===== config.mk =====
export PLATFORM = sky130hd
export DESIGN_NAME = jpeg_rle_enc_flat
export DESIGN_NICKNAME = d
export VERILOG_FILES = /design/src/rtl/jpeg_rle_enc_if.sv /design/src/rtl/jpeg_rle_enc.sv /design/src/flat_wrapper.sv
export SDC_FILE = /design/constraint.sdc
export NUM_CORES = 1
export LEC_CHECK = 0
export CORE_ASPECT_RATIO = 1.75
export CORE_MARGIN = 8
export CORE_UTILIZATION = 45
export DETAILED_ROUTE_END_ITERATION = 7
export PLACE_DENSITY = 0.61
export RECOVER_POWER = 25
export SETUP_SLACK_MARGIN = 0.4
export SYNTH_ARGS = -nofsm -noshare
export SYNTH_HDL_FRONTEND = slang
export SYNTH_SLANG_ARGS = --single-unit

===== constraint.sdc =====
create_clock -name clk_i -period 9.2 [get_ports clk_i]
set_input_delay 1.84 -clock clk_i [delete_from_list [all_inputs] [get_ports clk_i]]
set_output_delay 1.84 -clock clk_i [all_outputs]
set_load 0.02 [all_outputs]

===== src/rtl/jpeg_rle_enc_if.sv =====
// Bus bundle for jpeg_rle_enc: control, block-RAM read port and symbol stream.
// The encoder connects through the slave modport; the driving environment uses master.
interface jpeg_rle_enc_if #(
  parameter int unsigned ADDR_W = 9
);
  logic              start_i;
  logic              clr_pred_i;
  logic              busy_o;
  logic              done_o;
  logic [ADDR_W-1:0] ram_addr_o;
  logic              ram_en_o;
  logic [31:0]       ram_dat_i;
  logic              sym_valid_o;
  logic              sym_ready_i;
  logic [3:0]        sym_run_o;
  logic [3:0]        sym_size_o;
  logic [14:0]       sym_amp_o;
  logic              sym_dc_o;

  modport slave (
    input  start_i, clr_pred_i, ram_dat_i, sym_ready_i,
    output busy_o, done_o, ram_addr_o, ram_en_o,
           sym_valid_o, sym_run_o, sym_size_o, sym_amp_o, sym_dc_o
  );

  modport master (
    output start_i, clr_pred_i, ram_dat_i, sym_ready_i,
    input  busy_o, done_o, ram_addr_o, ram_en_o,
           sym_valid_o, sym_run_o, sym_size_o, sym_amp_o, sym_dc_o
  );
endinterface


===== src/rtl/jpeg_rle_enc.sv =====
// JPEG entropy-prep: reads one quantised 8x8 block in zigzag order and emits
// DPCM-coded DC plus run-length coded AC (run, size, amplitude) symbols.
module jpeg_rle_enc #(
  parameter int unsigned ADDR_W     = 9,
  parameter int unsigned BLOCK_BASE = 0
) (
  input  logic          clk_i,
  input  logic          rst_ni,
  jpeg_rle_enc_if.slave bus
);
  localparam int unsigned CW = 16;
  localparam int unsigned AW = 15;

  typedef enum logic [2:0] {S_IDLE, S_RD, S_EVAL, S_ZRL, S_SYM, S_EOB, S_DONE} state_e;

  localparam logic [5:0] ZZ [64] = '{
    6'd0,  6'd1,  6'd8,  6'd16, 6'd9,  6'd2,  6'd3,  6'd10,
    6'd17, 6'd24, 6'd32, 6'd25, 6'd18, 6'd11, 6'd4,  6'd5,
    6'd12, 6'd19, 6'd26, 6'd33, 6'd40, 6'd48, 6'd41, 6'd34,
    6'd27, 6'd20, 6'd13, 6'd6,  6'd7,  6'd14, 6'd21, 6'd28,
    6'd35, 6'd42, 6'd49, 6'd56, 6'd57, 6'd50, 6'd43, 6'd36,
    6'd29, 6'd22, 6'd15, 6'd23, 6'd30, 6'd37, 6'd44, 6'd51,
    6'd58, 6'd59, 6'd52, 6'd45, 6'd38, 6'd31, 6'd39, 6'd46,
    6'd53, 6'd60, 6'd61, 6'd54, 6'd47, 6'd55, 6'd62, 6'd63
  };

  // Magnitude category; callers guarantee |v| <= 32767.
  function automatic logic [3:0] size_of(input logic signed [CW-1:0] v);
    logic [AW-1:0] mag;
    mag = v[CW-1] ? AW'(-v) : v[AW-1:0];
    size_of = 4'd0;
    for (int i = 0; i < int'(AW); i++) if (mag[i]) size_of = 4'(i + 1);
  endfunction

  function automatic logic [AW-1:0] amp_of(input logic signed [CW-1:0] v, input logic [3:0] sz);
    logic [AW-1:0] t;
    logic [AW-1:0] m;
    t = v[CW-1] ? (v[AW-1:0] - AW'(1)) : v[AW-1:0];
    m = AW'((16'd1 << sz) - 16'd1);
    amp_of = t & m;
  endfunction

  state_e             state_q;
  logic [5:0]         p_q;
  logic [3:0]         run_q;
  logic [1:0]         zrl_q;
  logic signed [CW-1:0] pred_q, coef_q;
  logic               busy_q, done_q, ram_en_q;
  logic [ADDR_W-1:0]  ram_addr_q;
  logic               sym_valid_q, sym_dc_q;
  logic [3:0]         sym_run_q, sym_size_q;
  logic [AW-1:0]      sym_amp_q;

  logic [5:0]           r_cur, p_nx;
  logic [ADDR_W-1:0]    addr_0, addr_nx;
  logic signed [CW-1:0] coef_raw, coef_ac, dc_diff;
  logic signed [CW:0]   diff17;
  logic [3:0]           dc_sz, cur_sz, held_sz;
  logic [AW-1:0]        dc_amp, cur_amp, held_amp;

  // Coefficient select, DC difference with saturation, and symbol fields.
  always_comb begin
    p_nx     = p_q + 6'd1;
    r_cur    = ZZ[p_q];
    addr_0   = ADDR_W'(BLOCK_BASE) + ADDR_W'(ZZ[0][5:1]);
    addr_nx  = ADDR_W'(BLOCK_BASE) + ADDR_W'(ZZ[p_nx][5:1]);
    coef_raw = r_cur[0] ? bus.ram_dat_i[15:0] : bus.ram_dat_i[31:16];
    coef_ac  = (coef_raw == 16'sh8000) ? -16'sd32767 : coef_raw;
    diff17   = $signed({coef_raw[CW-1], coef_raw}) - $signed({pred_q[CW-1], pred_q});
    if (diff17 > 17'sd32767)       dc_diff = 16'sd32767;
    else if (diff17 < -17'sd32767) dc_diff = -16'sd32767;
    else                           dc_diff = diff17[CW-1:0];
    dc_sz    = size_of(dc_diff);
    dc_amp   = amp_of(dc_diff, dc_sz);
    cur_sz   = size_of(coef_ac);
    cur_amp  = amp_of(coef_ac, cur_sz);
    held_sz  = size_of(coef_q);
    held_amp = amp_of(coef_q, held_sz);
  end

  always_ff @(posedge clk_i) begin
    if (!rst_ni) begin
      state_q     <= S_IDLE;
      p_q         <= '0;
      run_q       <= '0;
      zrl_q       <= '0;
      pred_q      <= '0;
      coef_q      <= '0;
      busy_q      <= 1'b0;
      done_q      <= 1'b0;
      ram_en_q    <= 1'b0;
      ram_addr_q  <= '0;
      sym_valid_q <= 1'b0;
      sym_dc_q    <= 1'b0;
      sym_run_q   <= '0;
      sym_size_q  <= '0;
      sym_amp_q   <= '0;
    end else begin
      done_q   <= 1'b0;
      ram_en_q <= 1'b0;
      unique case (state_q)
        S_IDLE: begin
          if (bus.clr_pred_i) pred_q <= '0;
          if (bus.start_i) begin
            busy_q     <= 1'b1;
            p_q        <= '0;
            run_q      <= '0;
            zrl_q      <= '0;
            ram_en_q   <= 1'b1;
            ram_addr_q <= addr_0;
            state_q    <= S_RD;
          end
        end
        S_RD: state_q <= S_EVAL;
        S_EVAL: begin
          coef_q <= coef_ac;
          if (p_q == 6'd0) begin
            pred_q      <= coef_raw;
            sym_run_q   <= '0;
            sym_size_q  <= dc_sz;
            sym_amp_q   <= dc_amp;
            sym_dc_q    <= 1'b1;
            sym_valid_q <= 1'b1;
            state_q     <= S_SYM;
          end else if (coef_raw == '0) begin
            // Each 16th consecutive zero becomes a pending ZRL.
            if (run_q == 4'd15) begin
              run_q <= '0;
              zrl_q <= zrl_q + 2'd1;
            end else begin
              run_q <= run_q + 4'd1;
            end
            if (p_q == 6'd63) begin
              zrl_q       <= '0;
              sym_run_q   <= '0;
              sym_size_q  <= '0;
              sym_amp_q   <= '0;
              sym_dc_q    <= 1'b0;
              sym_valid_q <= 1'b1;
              state_q     <= S_EOB;
            end else begin
              p_q        <= p_nx;
              ram_en_q   <= 1'b1;
              ram_addr_q <= addr_nx;
              state_q    <= S_RD;
            end
          end else if (zrl_q != 2'd0) begin
            sym_run_q   <= 4'd15;
            sym_size_q  <= '0;
            sym_amp_q   <= '0;
            sym_dc_q    <= 1'b0;
            sym_valid_q <= 1'b1;
            state_q     <= S_ZRL;
          end else begin
            sym_run_q   <= run_q;
            sym_size_q  <= cur_sz;
            sym_amp_q   <= cur_amp;
            sym_dc_q    <= 1'b0;
            sym_valid_q <= 1'b1;
            state_q     <= S_SYM;
          end
        end
        S_ZRL: begin
          if (bus.sym_ready_i) begin
            zrl_q <= zrl_q - 2'd1;
            if (zrl_q == 2'd1) begin
              sym_run_q  <= run_q;
              sym_size_q <= held_sz;
              sym_amp_q  <= held_amp;
              state_q    <= S_SYM;
            end
          end
        end
        S_SYM: begin
          if (bus.sym_ready_i) begin
            sym_valid_q <= 1'b0;
            sym_dc_q    <= 1'b0;
            sym_run_q   <= '0;
            sym_size_q  <= '0;
            sym_amp_q   <= '0;
            run_q       <= '0;
            if (p_q == 6'd63) begin
              busy_q  <= 1'b0;
              done_q  <= 1'b1;
              state_q <= S_DONE;
            end else begin
              p_q        <= p_nx;
              ram_en_q   <= 1'b1;
              ram_addr_q <= addr_nx;
              state_q    <= S_RD;
            end
          end
        end
        S_EOB: begin
          if (bus.sym_ready_i) begin
            sym_valid_q <= 1'b0;
            busy_q      <= 1'b0;
            done_q      <= 1'b1;
            state_q     <= S_DONE;
          end
        end
        S_DONE:  state_q <= S_IDLE;
        default: state_q <= S_IDLE;
      endcase
    end
  end

  assign bus.busy_o      = busy_q;
  assign bus.done_o      = done_q;
  assign bus.ram_addr_o  = ram_addr_q;
  assign bus.ram_en_o    = ram_en_q;
  assign bus.sym_valid_o = sym_valid_q;
  assign bus.sym_run_o   = sym_run_q;
  assign bus.sym_size_o  = sym_size_q;
  assign bus.sym_amp_o   = sym_amp_q;
  assign bus.sym_dc_o    = sym_dc_q;
endmodule


===== src/flat_wrapper.sv =====
// flat-port wrapper written by rule: the top's interface ports become plain ports
module jpeg_rle_enc_flat 
#(
  parameter int unsigned ADDR_W     = 9,
  parameter int unsigned BLOCK_BASE = 0
)
  (clk_i, rst_ni, bus_start_i, bus_clr_pred_i, bus_ram_dat_i, bus_sym_ready_i, bus_busy_o, bus_done_o, bus_ram_addr_o, bus_ram_en_o, bus_sym_valid_o, bus_sym_run_o, bus_sym_size_o, bus_sym_amp_o, bus_sym_dc_o);
  jpeg_rle_enc_if #(.ADDR_W(ADDR_W)) bus_i ();
  input  logic clk_i;
  input  logic rst_ni;
  input wire logic [$bits(bus_i.start_i)-1:0] bus_start_i;
  input wire logic [$bits(bus_i.clr_pred_i)-1:0] bus_clr_pred_i;
  input wire logic [$bits(bus_i.ram_dat_i)-1:0] bus_ram_dat_i;
  input wire logic [$bits(bus_i.sym_ready_i)-1:0] bus_sym_ready_i;
  output wire logic [$bits(bus_i.busy_o)-1:0] bus_busy_o;
  output wire logic [$bits(bus_i.done_o)-1:0] bus_done_o;
  output wire logic [$bits(bus_i.ram_addr_o)-1:0] bus_ram_addr_o;
  output wire logic [$bits(bus_i.ram_en_o)-1:0] bus_ram_en_o;
  output wire logic [$bits(bus_i.sym_valid_o)-1:0] bus_sym_valid_o;
  output wire logic [$bits(bus_i.sym_run_o)-1:0] bus_sym_run_o;
  output wire logic [$bits(bus_i.sym_size_o)-1:0] bus_sym_size_o;
  output wire logic [$bits(bus_i.sym_amp_o)-1:0] bus_sym_amp_o;
  output wire logic [$bits(bus_i.sym_dc_o)-1:0] bus_sym_dc_o;
  assign bus_i.start_i = bus_start_i;
  assign bus_i.clr_pred_i = bus_clr_pred_i;
  assign bus_i.ram_dat_i = bus_ram_dat_i;
  assign bus_i.sym_ready_i = bus_sym_ready_i;
  assign bus_busy_o = bus_i.busy_o;
  assign bus_done_o = bus_i.done_o;
  assign bus_ram_addr_o = bus_i.ram_addr_o;
  assign bus_ram_en_o = bus_i.ram_en_o;
  assign bus_sym_valid_o = bus_i.sym_valid_o;
  assign bus_sym_run_o = bus_i.sym_run_o;
  assign bus_sym_size_o = bus_i.sym_size_o;
  assign bus_sym_amp_o = bus_i.sym_amp_o;
  assign bus_sym_dc_o = bus_i.sym_dc_o;
  jpeg_rle_enc #(.ADDR_W(ADDR_W), .BLOCK_BASE(BLOCK_BASE)) u_core (.clk_i(clk_i), .rst_ni(rst_ni), .bus(bus_i));
endmodule

==> flow_summary_export.csv <==
group,metric,value,unit
job,cap_violations,0,
floorplanning,coreArea,24530,um^2
clock_network,cts_resized,0,
route,viasPerCell,6.669,
timing,rsz0062_at_grt,"false",
clock_network,cts_buffer_depth,2,
logic_synthesis,synth-compound-area-share,36.39,%
timing,setup_viol,0,
route,dr.pass1.iters,6,
clock_network,htreeDepth,3,
placed_design,dp_hpwl,37.87,mm
grt,grt_use_total,31.24,%
floorplanning,die-area,30270,um^2
timing,max_freq,0.1183,GHz
route,wl_per_cell,23.86,um
timing,relSlewSlack,27.70,%
power_and_ir_drop,p_leak,4.533,nW
logic_synthesis,syn-cell-area,11150,um^2
placed_design,portBuffers,69,
floorplanning,dieHeight,224.2,um
timing,drv_slew,0,
timing,fin_crit,8.451,ns
floorplanning,boundaryPins,74,
power_and_ir_drop,internal-power,1.077,mW
timing,worstMarginPinSlew,1.082,ns
timing,hold_violations,0,
logic_synthesis,synthMuxAreaShare,2.424,%
critical_path,end_kind,"register",
logic_synthesis,postSynthCellCount,1637,
floorplanning,initial_core_util,45.45,%
timing,fin_worst_skew,0.01514,ns
clock_network,cts_tree,"built",
logic_synthesis,ys_types,113,
clock_network,ctsHoldBuffers,0,
logic_synthesis,synth_seq_cells,80,
grt,antenna_found_initial,0,
hold_path,hold_path.class,"register to register",
clock_network,clock-sinks,80,
final_layout,design_area,12760,um^2
power_and_ir_drop,pwr-share-comb,60.8,%
critical_path,cp.arrival,8.70,ns
final_layout,layout-drive-gt1-share,10.45,%
logic_synthesis,synth_edf_count,0,
critical_path,worstSetupStartpointType,"input pin",
clock_network,post_cts_buffers,0,
floorplanning,row_count,76,
clock_network,path_clk_slew,0.07,ns
timing,finalSetupTns,0,ns
final_layout,fillers,2572,
route,routed-via-count,13370,
power_and_ir_drop,p_seq_share,19.7,%
critical_path,crit_required,9.45,ns
logic_synthesis,synth_adder_area_share,4.758,%
route,drtAntennaViolNets,0,
floorplanning,die_x,135.0,um
logic_synthesis,synth_xor_area_share,5.711,%
grt,globalRoute.totalOverflow,0,
final_layout,final_cell_mix,"nor2_1 (172), nand2_1 (158), a21oi_1 (135), o21ai_0 (106), buf_4 (81)",
power_and_ir_drop,cellPowerDensity,167.1,nW/um^2
logic_synthesis,synthFlopType,"dfxtp_1",
logic_synthesis,ys_seq_area_share,14.36,%
critical_path,critical_path.max_fanout,8,
logic_synthesis,yosys.area_share.simple,29.94,%
placed_design,routabilityCongestion,1.028,
route,drt-initial-drc-count,964,
grt,grt_pass1_wl,74.35,mm
power_and_ir_drop,power_frac_clock,19.5,%
timing,min_period_over_period,91.86,%
route,routed_wl,47.84,mm
final_layout,area_delta_synth_final,14.47,%
clock_network,numCtsBuffers,9,
logic_synthesis,synth_warnings,0,
clock_network,root_buffer,"clkbuf_16",
placed_design,placed_area,12360,um^2
grt,grt_pass1_vias,12820,
final_layout,layout_commonest_cell,"nor2_1",
run_status,status,"complete, no violations",
power_and_ir_drop,p_switching,1.056,mW
grt,grt_max_degree,66,
final_layout,antenna_cells,0,
critical_path,critPathKind,"input pin to register",
logic_synthesis,synth_top_family_by_area,"compound AO/OA/AOI/OAI gates",
power_and_ir_drop,peakVddDrop,118.1,uV
logic_synthesis,async_flop_share,0,%
logic_synthesis,syn_area_per_cell,6.812,um^2
clock_network,clk_latency,0.37,ns
route,drc,0,
final_layout,nNetsFinal,1766,
power_and_ir_drop,switching_share,49.51,%
## per-stage QoR
stage                     utilization, %  instances  power, mW  setup slack (ns)  hold WS [ns]
after floorplan                        -       1640      1.276            0.7714        0.4363
after detailed placement           50.38       1989      1.682            0.2121        0.4458
after global placement             50.38       1989      1.683            0.1500        0.4414
final                              52.03       2005      2.133            0.7491        0.4504
after global routing               52.03       2005      2.250            0.4026        0.4764
after CTS                          51.73       2005      2.101            0.5706        0.4587
## Yosys cell counts (20+ instances only)
cell / number / area share (%)
nor2_1: 175 / 5.9
nand2_1: 158 / 5.3
a21oi_1: 136 / 6.1
o21ai_0: 107 / 4.8
clkbuf_1: 80 / 2.7
dfxtp_1: 80 / 14
nor3_1: 75 / 3.4
nand3_1: 67 / 3.0
inv_1: 51 / 1.7
xnor2_1: 50 / 3.9
a211oi_1: 42 / 2.8
ha_1: 40 / 4.5
nand4_1: 27 / 1.5
a22oi_1: 24 / 1.6
nor4_1: 22 / 1.2
o211ai_1: 21 / 1.4
buf_2: 20 / 0.90
## critical path, cell delays in order
cell and delay, ns:
clkdlybuf4s50_1 0.51, or4_1 0.64, nor3_1 0.30, nand2_1 0.10
nor3_1 0.15, a31oi_1 0.15, o21a_1 0.32, ha_1 0.29
nand2_1 0.23, nor2_1 0.07, a2111oi_0 0.44, buf_4 0.21
nand2b_1 0.05, o32ai_1 0.49, nor2_1 0.30, nor4_2 0.26
buf_4 0.20, nand2_1 0.16, or3_1 0.40, ha_1 0.31
inv_1 0.22, o22a_1 0.22, mux2i_1 0.08, a22oi_1 0.15
nor3_1 0.09, a211oi_1 0.35, o211ai_1 0.14
## power by group through the flow
stage	combinational [mW]	sequential [mW]	clock, mW
floorplan	0.855	0.421	0
global placement	1.26	0.427	0
detailed placement	1.25	0.428	0
CTS	1.26	0.420	0.421
global route	1.40	0.425	0.430
finish	1.30	0.420	0.415
## area by class of cell
type	count	area, um^2	share of cell area (%)
sequential	80	1602	12.55
tap	312	390.4	3.058
clock buffer	9	225.2	1.764
inverter	57	214.0	1.676
clock inverter	7	106.4	0.8332
multi-input combinational	1390	8929	69.95
timing repair buffer	150	1299	10.17
## state kept, by name, summed over array words and instances, names as in the netlist
register                count
u_core.state_q              3
u_core.bus.busy_o           1
u_core.bus.sym_size_o       4
u_core.bus.sym_dc_o         1
u_core.pred_q              16
u_core.bus.sym_amp_o       15
u_core.bus.sym_valid_o      1
u_core.bus.ram_en_o         1
u_core.zrl_q                2
u_core.bus.done_o           1
u_core.bus.ram_addr_o       5
u_core.run_q                4
u_core.coef_q              16
u_core.bus.sym_run_o        4
u_core.p_q                  6
## path summary, 6_finish.rpt
| path | startpoint | endpoint | slack, ns | cells past startpoint |
|---|---|---|---|---|
| setup / recovery | bus_ram_dat_i[22] | u_core.bus.sym_amp_o[10]$_SDFFE_PN0P_ | 0.75 | 27 |
| hold / removal | u_core.bus.sym_run_o[2]$_SDFFE_PN0P_ | u_core.bus.sym_run_o[2]$_SDFFE_PN0P_ | 0.45 | 2 |
| setup reg to reg | u_core.p_q[0]$_SDFFE_PN0P_ | u_core.bus.sym_amp_o[10]$_SDFFE_PN0P_ | 0.79 | 31 |
| hold reg to reg | u_core.bus.sym_run_o[2]$_SDFFE_PN0P_ | u_core.bus.sym_run_o[2]$_SDFFE_PN0P_ | 0.45 | 2 |
## cells by family (layout without fill, tap and decap cells)
logic type,Yosys count,count (layout)
AND/OR/NAND/NOR,673,673
AO/OA/AOI/OAI,577,577
buffers and inverters,170,223
flip-flops,80,80
XOR/XNOR,71,71
adder cells (fa/ha/maj),42,42
multiplexers,23,23
other,1,4
## metal layers
layer | track usage, % | wire length, um | vias to the layer above
met5 | 0 | 0 | -
met4 | 21.56 | 3488 | 0
met3 | 3.820 | 2520 | 183
met2 | 57.17 | 24790 | 590
met1 | 32.23 | 17040 | 6311
li1 | - | - | 6287
Note: power is estimated with default switching activity, not from simulation.
